==> src/rtl/vga_sync_gen.sv <==
`default_nettype none
// ============================================================================
// Module      : vga_sync_gen
// Description : VGA raster timing. Wrapping x/y counters advanced by pix_en,
//               registered sync/blank decode and line/frame start pulses.
// Revision    : 1.0 - initial release
// ============================================================================
module vga_sync_gen #(
  parameter int H_VIS    = 640,
  parameter int H_FP     = 16,
  parameter int H_SYNC   = 96,
  parameter int H_BP     = 48,
  parameter int V_VIS    = 480,
  parameter int V_FP     = 10,
  parameter int V_SYNC   = 2,
  parameter int V_BP     = 33,
  parameter bit SYNC_POL = 1'b0,
  parameter int CW       = 10
) (
  input  logic          clk,
  input  logic          clr,
  input  logic          pix_en,
  output logic          hsync,
  output logic          vsync,
  output logic          video_on,
  output logic [CW-1:0] pixel_x,
  output logic [CW-1:0] pixel_y,
  output logic          line_start,
  output logic          frame_start
);

  localparam int            c_H_TOTAL = H_VIS + H_FP + H_SYNC + H_BP;
  localparam int            c_V_TOTAL = V_VIS + V_FP + V_SYNC + V_BP;
  localparam logic [CW-1:0] c_X_MAX   = CW'(c_H_TOTAL - 1);
  localparam logic [CW-1:0] c_Y_MAX   = CW'(c_V_TOTAL - 1);
  localparam logic [CW-1:0] c_HS_ON   = CW'(H_VIS + H_FP);
  localparam logic [CW-1:0] c_HS_OFF  = CW'(H_VIS + H_FP + H_SYNC - 1);
  localparam logic [CW-1:0] c_VS_ON   = CW'(V_VIS + V_FP);
  localparam logic [CW-1:0] c_VS_OFF  = CW'(V_VIS + V_FP + V_SYNC - 1);
  localparam logic [CW-1:0] c_X_VIS   = CW'(H_VIS);
  localparam logic [CW-1:0] c_Y_VIS   = CW'(V_VIS);
  localparam logic [CW-1:0] c_ONE     = CW'(1);

  logic [CW-1:0] r_x;
  logic [CW-1:0] r_y;
  logic          r_hsync;
  logic          r_vsync;
  logic          r_video_on;
  logic          r_line_start;
  logic          r_frame_start;

  logic          w_x_wrap;
  logic          w_y_wrap;
  logic [CW-1:0] w_x_nxt;
  logic [CW-1:0] w_y_nxt;
  logic          w_hs_act;
  logic          w_vs_act;
  logic          w_vis_nxt;

  assign w_x_wrap = (r_x == c_X_MAX);
  assign w_y_wrap = (r_y == c_Y_MAX);

  always_comb begin
    w_x_nxt = r_x;
    w_y_nxt = r_y;
    if (pix_en) begin
      w_x_nxt = w_x_wrap ? '0 : r_x + c_ONE;
      if (w_x_wrap) begin
        w_y_nxt = w_y_wrap ? '0 : r_y + c_ONE;
      end
    end
  end

  // Decode from the next counter values so levels switch with the counters.
  assign w_hs_act  = (w_x_nxt >= c_HS_ON) && (w_x_nxt <= c_HS_OFF);
  assign w_vs_act  = (w_y_nxt >= c_VS_ON) && (w_y_nxt <= c_VS_OFF);
  assign w_vis_nxt = (w_x_nxt < c_X_VIS) && (w_y_nxt < c_Y_VIS);

  always_ff @(posedge clk or negedge clr) begin
    if (!clr) begin
      r_x           <= c_X_MAX;
      r_y           <= c_Y_MAX;
      r_hsync       <= ~SYNC_POL;
      r_vsync       <= ~SYNC_POL;
      r_video_on    <= 1'b0;
      r_line_start  <= 1'b0;
      r_frame_start <= 1'b0;
    end else begin
      r_x           <= w_x_nxt;
      r_y           <= w_y_nxt;
      r_hsync       <= w_hs_act ? SYNC_POL : ~SYNC_POL;
      r_vsync       <= w_vs_act ? SYNC_POL : ~SYNC_POL;
      r_video_on    <= w_vis_nxt;
      r_line_start  <= pix_en && w_x_wrap;
      r_frame_start <= pix_en && w_x_wrap && w_y_wrap;
    end
  end

  assign pixel_x     = r_x;
  assign pixel_y     = r_y;
  assign hsync       = r_hsync;
  assign vsync       = r_vsync;
  assign video_on    = r_video_on;
  assign line_start  = r_line_start;
  assign frame_start = r_frame_start;

endmodule
`default_nettype wire
==> config.mk <==
export PLATFORM = sky130hd
export DESIGN_NAME = vga_sync_gen
export DESIGN_NICKNAME = d
export VERILOG_FILES = /design/src/rtl/vga_sync_gen.sv
export SDC_FILE = /design/constraint.sdc
export NUM_CORES = 1
export LEC_CHECK = 0
export CORE_UTILIZATION = 50
export DETAILED_ROUTE_END_ITERATION = 7
export GPL_TIMING_DRIVEN = 0
export PLACE_DENSITY = 0.78
export SYNTH_ARGS = -nofsm -noshare
export SYNTH_HDL_FRONTEND = slang
export SYNTH_SLANG_ARGS = --single-unit
==> constraint.sdc <==
create_clock -name clk -period 2.7 [get_ports clk]
set_input_delay 0.405 -clock clk [delete_from_list [all_inputs] [get_ports clk]]
set_output_delay 0.405 -clock clk [all_outputs]
set_load 0.01 [all_outputs]
### Yosys cells after proc, flatten, opt, wreduce, memory -nomap -nowiden

Cells that the tools add are included.

| storage, ports and cells | value |
|---|---|
| flip-flop bits (word level) | 25 |
| output and inout port bits | 25 |
| logic and storage cells | 29 |

| operators by class | value |
|---|---|
| add/sub/neg operators | 2 |
| order comparisons | 6 |
| equality and inequality tests | 2 |
| mux-type cells | 7 |
| reduce and logical (&&, ||, !) cells | 5 |

Operators with widths:

| cell | number |
|---|---|
| 2-to-1 mux 10 bit | 5 |
| adder 10 x 1 -> 10 bit, second input constant | 2 |
| equality test 10 bit, second input constant | 2 |
| >= comparator 10 bit, second input constant | 1 |
| >= comparator 10 x 9 -> 1 bit, second input constant | 1 |
| <= comparator 10 bit, second input constant | 1 |
| <= comparator 10 x 9 -> 1 bit, second input constant | 1 |
| less-than comparator 10 bit, second input constant | 1 |
| less-than comparator 10 x 9 -> 1 bit, second input constant | 1 |
| logical AND 1 bit | 5 |
| 2-to-1 mux 1 bit | 2 |

### Depth between registers and ports, before layout

| logic depth | value |
|---|---|
| word-level depth | 7 |
| depth in mapped cells | 9 |

### Worst setup path before layout

OpenSTA, ideal clock, no wires.

| timing path | value |
|---|---|
| path type | register to register |
| start point | register r_x[4] (netlist: pixel_x[4]) |
| end point | register r_vsync (netlist: vsync) |
| setup time | 0.098 ns |
| arrival time | 2.146 ns |
| path slack | 0.456 ns |
| cell stages (with the launch flop) | 7 |
| period minus slack after synthesis | 2.244 ns |
| cell sequence | dfstp_2 > or4b_4 > or3_1 > buf_6 > or3_4 > a21oi_2 > nand4_1 |

| between the ends | value |
|---|---|
| word-level cells in the longest chain between the ends | 6 |

Ends and longest elaborated chain:

| item | RTL line | RTL |
|---|---|---|
| from (decl) | 44 | `logic [CW-1:0] r_x;` |
| from (signal assigned) | 81 | `r_x <= c_X_MAX;` |
| from (signal assigned) | 89 | `r_x <= w_x_nxt;` |
| equality test 10 bit * | 60 | `assign w_x_wrap = (r_x == c_X_MAX);` |
| 2-to-1 mux 10 bit * | 68 | `if (w_x_wrap) begin` |
| 2-to-1 mux 10 bit * | 66 | `if (pix_en) begin` |
| >= comparator 10 x 9 -> 1 bit or <= comparator 10 x 9 -> 1 bit (tied branches) | 76 | `assign w_vs_act = (w_y_nxt >= c_VS_ON) && (w_y_nxt <= c_VS_OFF);` |
| logical AND 1 bit * | 76 |  |
| 2-to-1 mux 1 bit * | 92 | `r_vsync <= w_vs_act ? SYNC_POL : ~SYNC_POL;` |
| to (signal assigned) | 84 | `r_vsync <= ~SYNC_POL;` |
| to (signal assigned) | 92 |  |
| to (decl) | 47 | `logic r_vsync;` |

Every way passes the cells marked *; elsewhere a longest branch is shown, timed or not.

### Worst setup path after layout

| timing path | value |
|---|---|
| start point | register r_x[0] (netlist: pixel_x[0]) |
| end point | register r_vsync (netlist: vsync) |

Same word-level chain as after synthesis.

==> impl_metrics.sql <==
INSERT INTO impl_metrics (metric_group, metric, value, unit) VALUES
('die', 'placeableCoreArea', '2500', 'um2'),
('clock_tree', 'cts_max_path_buffers', '2', ''),
('detailed_routing', 'post_drt_via_cell_ratio', '5.81', ''),
('synthesis', 'yosys.cell_types.count', '37', ''),
('synthesis', 'synth.top_cells.by_area', 'sky130_fd_sc_hd__dfrtp_1 24%, sky130_fd_sc_hd__dfstp_2 24%, sky130_fd_sc_hd__xnor2_1 7.2%', ''),
('synthesis', 'postSynthAreaPerCell', '9.99', 'um2'),
('synthesis', 'synth_largest_type_area_fraction', '0.243', ''),
('flow_run', 'timing.max_cap.violations', '0', ''),
('timing', 'max_clk_rate', '0.409', 'GHz'),
('finish', 'antenna_diode_count', '0', ''),
('timing', 'finalHoldWorstSlack', '0.524', 'ns'),
('critical_path', 'critical_path_peak_fanout', '10', ''),
('timing', 'hold_viol', '0', ''),
('synthesis', 'async_flop_share', '1.00', ''),
('critical_path', 'cp_common_cell', 'sky130_fd_sc_hd__nand4_1', ''),
('timing', 'grt_setup_unrepaired', 'no', ''),
('synthesis', 'syn_nets', '140', ''),
('synthesis', 'synth_adder_area_share', '0.0280', ''),
('timing', 'setup_viol', '0', ''),
('clock_tree', 'cts_inserted_buffers', '3', ''),
('clock_tree', 'htree_num_levels', '1', ''),
('timing', 'fin_crit_sh', '0.906', ''),
('critical_path', 'crit_arrival', '2.67', 'ns'),
('detailed_routing', 'remaining_drcs', '0', ''),
('timing', 'fin_worst_skew', '0.00709', 'ns'),
('detailed_routing', 'antenna_left', '0', ''),
('critical_path', 'critical-path-slowest-cell', 'sky130_fd_sc_hd__dfstp_2', ''),
('clock_tree', 'clkSinkCount', '25', ''),
('timing', 'final.setup.tns', '0', 'ns'),
('synthesis', 'top_reg_cell_synth', 'sky130_fd_sc_hd__dfrtp_1', ''),
('grt', 'globalRouteTotalUtil', '0.230', ''),
('pwr', 'power.static_leakage', '0.659', 'nW'),
('detailed_routing', 'wire_per_inst', '14.7', 'um'),
('synthesis', 'synthesized_instance_count', '134', ''),
('run_status', 'outcome', 'finished clean', ''),
('clock_tree', 'worst_skew_pair.late_latency', '0.31', 'ns'),
('place', 'dpl-instance-area', '1650', 'um2'),
('clock_tree', 'cts_setup_buffers', '0', ''),
('timing', 'worst_slew_pin_slew', '1.07', 'ns'),
('synthesis', 'yosys_warnings', '0', ''),
('place', 'dpl.hpwl', '2130', 'um'),
('finish', 'final.fill_count', '207', ''),
('finish', 'drive_above_1_share', '0.139', ''),
('synthesis', 'synth_enable_flop_cells', '0', ''),
('synthesis', 'synth.mux.area_fraction', '0.0168', ''),
('critical_path', 'startpoint_type', 'flop', ''),
('synthesis', 'synth_xor_area_frac', '0.0850', ''),
('detailed_routing', 'initialDrtViolationCount', '19', ''),
('detailed_routing', 'number_of_vias_in_the_routed_layout', '1133', ''),
('detailed_routing', 'count_of_tritonroute_iterations_in_the_first_routing_pass', '4', ''),
('clock_tree', 'cts_tree', 'yes', ''),
('finish', 'num-nets-final', '172', ''),
('die', 'rows', '18', ''),
('critical_path', 'critical_path.endpoint_type', 'flop', ''),
('grt', 'grt_antenna_before_repair', '0', ''),
('pwr', 'peakVddDrop', '653', 'uV'),
('pwr', 'pwr_density_cell', '583', 'nW/um2'),
('synthesis', 'combinational_family_with_the_most_area_after_synthesis', 'simple AND/OR/NAND/NOR gates', ''),
('critical_path', 'worstPathCellList', 'ha_1 > nand4_1 > or3_1 > buf_6 > inv_2 > o2111ai_1 > a211oi_1 > nand4_1', ''),
('critical_path', 'regToRegSetupSlack', '0.25', 'ns'),
('die', 'die_h', '53.7', 'um'),
('die', 'floorplan.die_area', '2890', 'um2'),
('synthesis', 'yosysSeqAreaShare', '0.479', ''),
('synthesis', 'post_synth_and_or_nand_nor_area_fraction', '0.254', ''),
('clock_tree', 'clkTransAtPathRegs', '0.13', 'ns'),
('die', 'start_util', '0.536', ''),
('timing', 'final_max_slew_viol_count', '0', ''),
('worst_hold_path', 'hp-class', 'flop to flop', ''),
('grt', 'largest_net_degree_at_the_start_of_global_routing', '26', ''),
('place', 'finalWeightedCongestion', '0.889', ''),
('place', 'io_buffer_count', '27', '');
==> logic make-up after synthesis <==
logic type / Yosys count
fa+ha+maj: 3
xor+xnor: 13
compound gates: 20
simple gates: 60
flops: 25
buf+inv: 11
mux: 2
==> final timing paths <==
check,start,to,cells past startpoint
hold reg to reg,pixel_x[2],pixel_x[2],1
hold / removal,pixel_x[2],pixel_x[2],1
setup / recovery,pixel_x[0],vsync,8
min in group asynchronous,clr,pixel_y[1],1
setup reg to reg,pixel_x[0],vsync,8
max in group asynchronous,clr,pixel_x[6],1
==> sequential cells by signal, indices dropped and copies added (netlist names) <==
signal / cells
frame_start: 1
hsync: 1
line_start: 1
pixel_x: 10
pixel_y: 10
video_on: 1
vsync: 1
==> metrics by stage <==
stage	std cells	power, mW	worst slack, ns
global route	195	1.03	0.128
floorplan	134	0.674	0.456
detailed placement	191	0.820	-0.0407
finish	195	0.975	0.254
global placement	191	0.809	0.0419
CTS	195	0.983	0.225
==> placed cells by master (no fill, tap or decap), types with 2 or more instances in the layout <==
master	instances
sky130_fd_sc_hd__a211oi_1	2
sky130_fd_sc_hd__a21oi_1	3
sky130_fd_sc_hd__a31oi_1	2
sky130_fd_sc_hd__and2_1	3
sky130_fd_sc_hd__and3_1	2
sky130_fd_sc_hd__clkbuf_1	2
sky130_fd_sc_hd__clkbuf_4	3
sky130_fd_sc_hd__clkdlybuf4s50_1	27
sky130_fd_sc_hd__dfrtp_1	13
sky130_fd_sc_hd__dfstp_2	12
sky130_fd_sc_hd__ha_1	3
sky130_fd_sc_hd__inv_1	7
sky130_fd_sc_hd__mux2_2	2
sky130_fd_sc_hd__nand2_1	9
sky130_fd_sc_hd__nand3_1	9
sky130_fd_sc_hd__nand4_1	7
sky130_fd_sc_hd__nor2_1	6
sky130_fd_sc_hd__nor3_1	7
sky130_fd_sc_hd__nor4_1	4
sky130_fd_sc_hd__nor4b_1	2
sky130_fd_sc_hd__o2111ai_1	3
sky130_fd_sc_hd__o21ai_0	5
sky130_fd_sc_hd__or3_1	5
sky130_fd_sc_hd__xnor2_1	11
sky130_fd_sc_hd__xor2_1	2
==> Yosys cell counts (all sizes together) (2+ instances only) <==
cell     number
dfstp        12
nand4         7
and2          3
nor2          6
xnor2        11
ha            3
nor4b         2
a211oi        2
nor3          7
a21oi         4
xor2          2
or3           6
dfrtp        13
inv           8
nor4          4
o21ai         6
nand3         9
mux2          2
o2111ai       3
a31oi         2
and3          2
buf           2
nand2         9
==> metal layers <==
| layer | global-route usage | vias to the layer above | routed length [um] |
|---|---|---|---|
| met3 | 0.0282 | 6 | 169 |
| met4 | 0.110 | 0 | 58 |
| li1 | - | 550 | - |
| met1 | 0.299 | 533 | 1270 |
| met5 | 0 | - | 0 |
| met2 | 0.377 | 44 | 1360 |
==> report_power, final <==
group,total [mW],leakage [nW],switching [mW],internal [mW]
Combinational,0.284,0.349,0.126,0.159
Sequential,0.529,0.296,0.0732,0.456
Clock,0.162,0.0150,0.104,0.0577
Total,0.975,0.659,0.303,0.672
==> critical path, delay by kind of cell, from the launching register on <==
kind,cells,cell delay (ns)
compound gates,2,0.52
simple gates,3,0.85
fa+ha+maj,1,0.19
flops,1,0.60
buf+inv,2,0.22
==> cell type report <==
type	instances	area, um2	share of cell area
well taps	30	37.5	0.0224
plain buffers	3	22.5	0.0135
multi-input cells	98	646	0.386
clock buffers	4	26.3	0.0157
inverters	8	30.0	0.0180
flip-flops and latches	25	641	0.383
repair buffers	27	270	0.162
(Power assumes the default switching activity.)
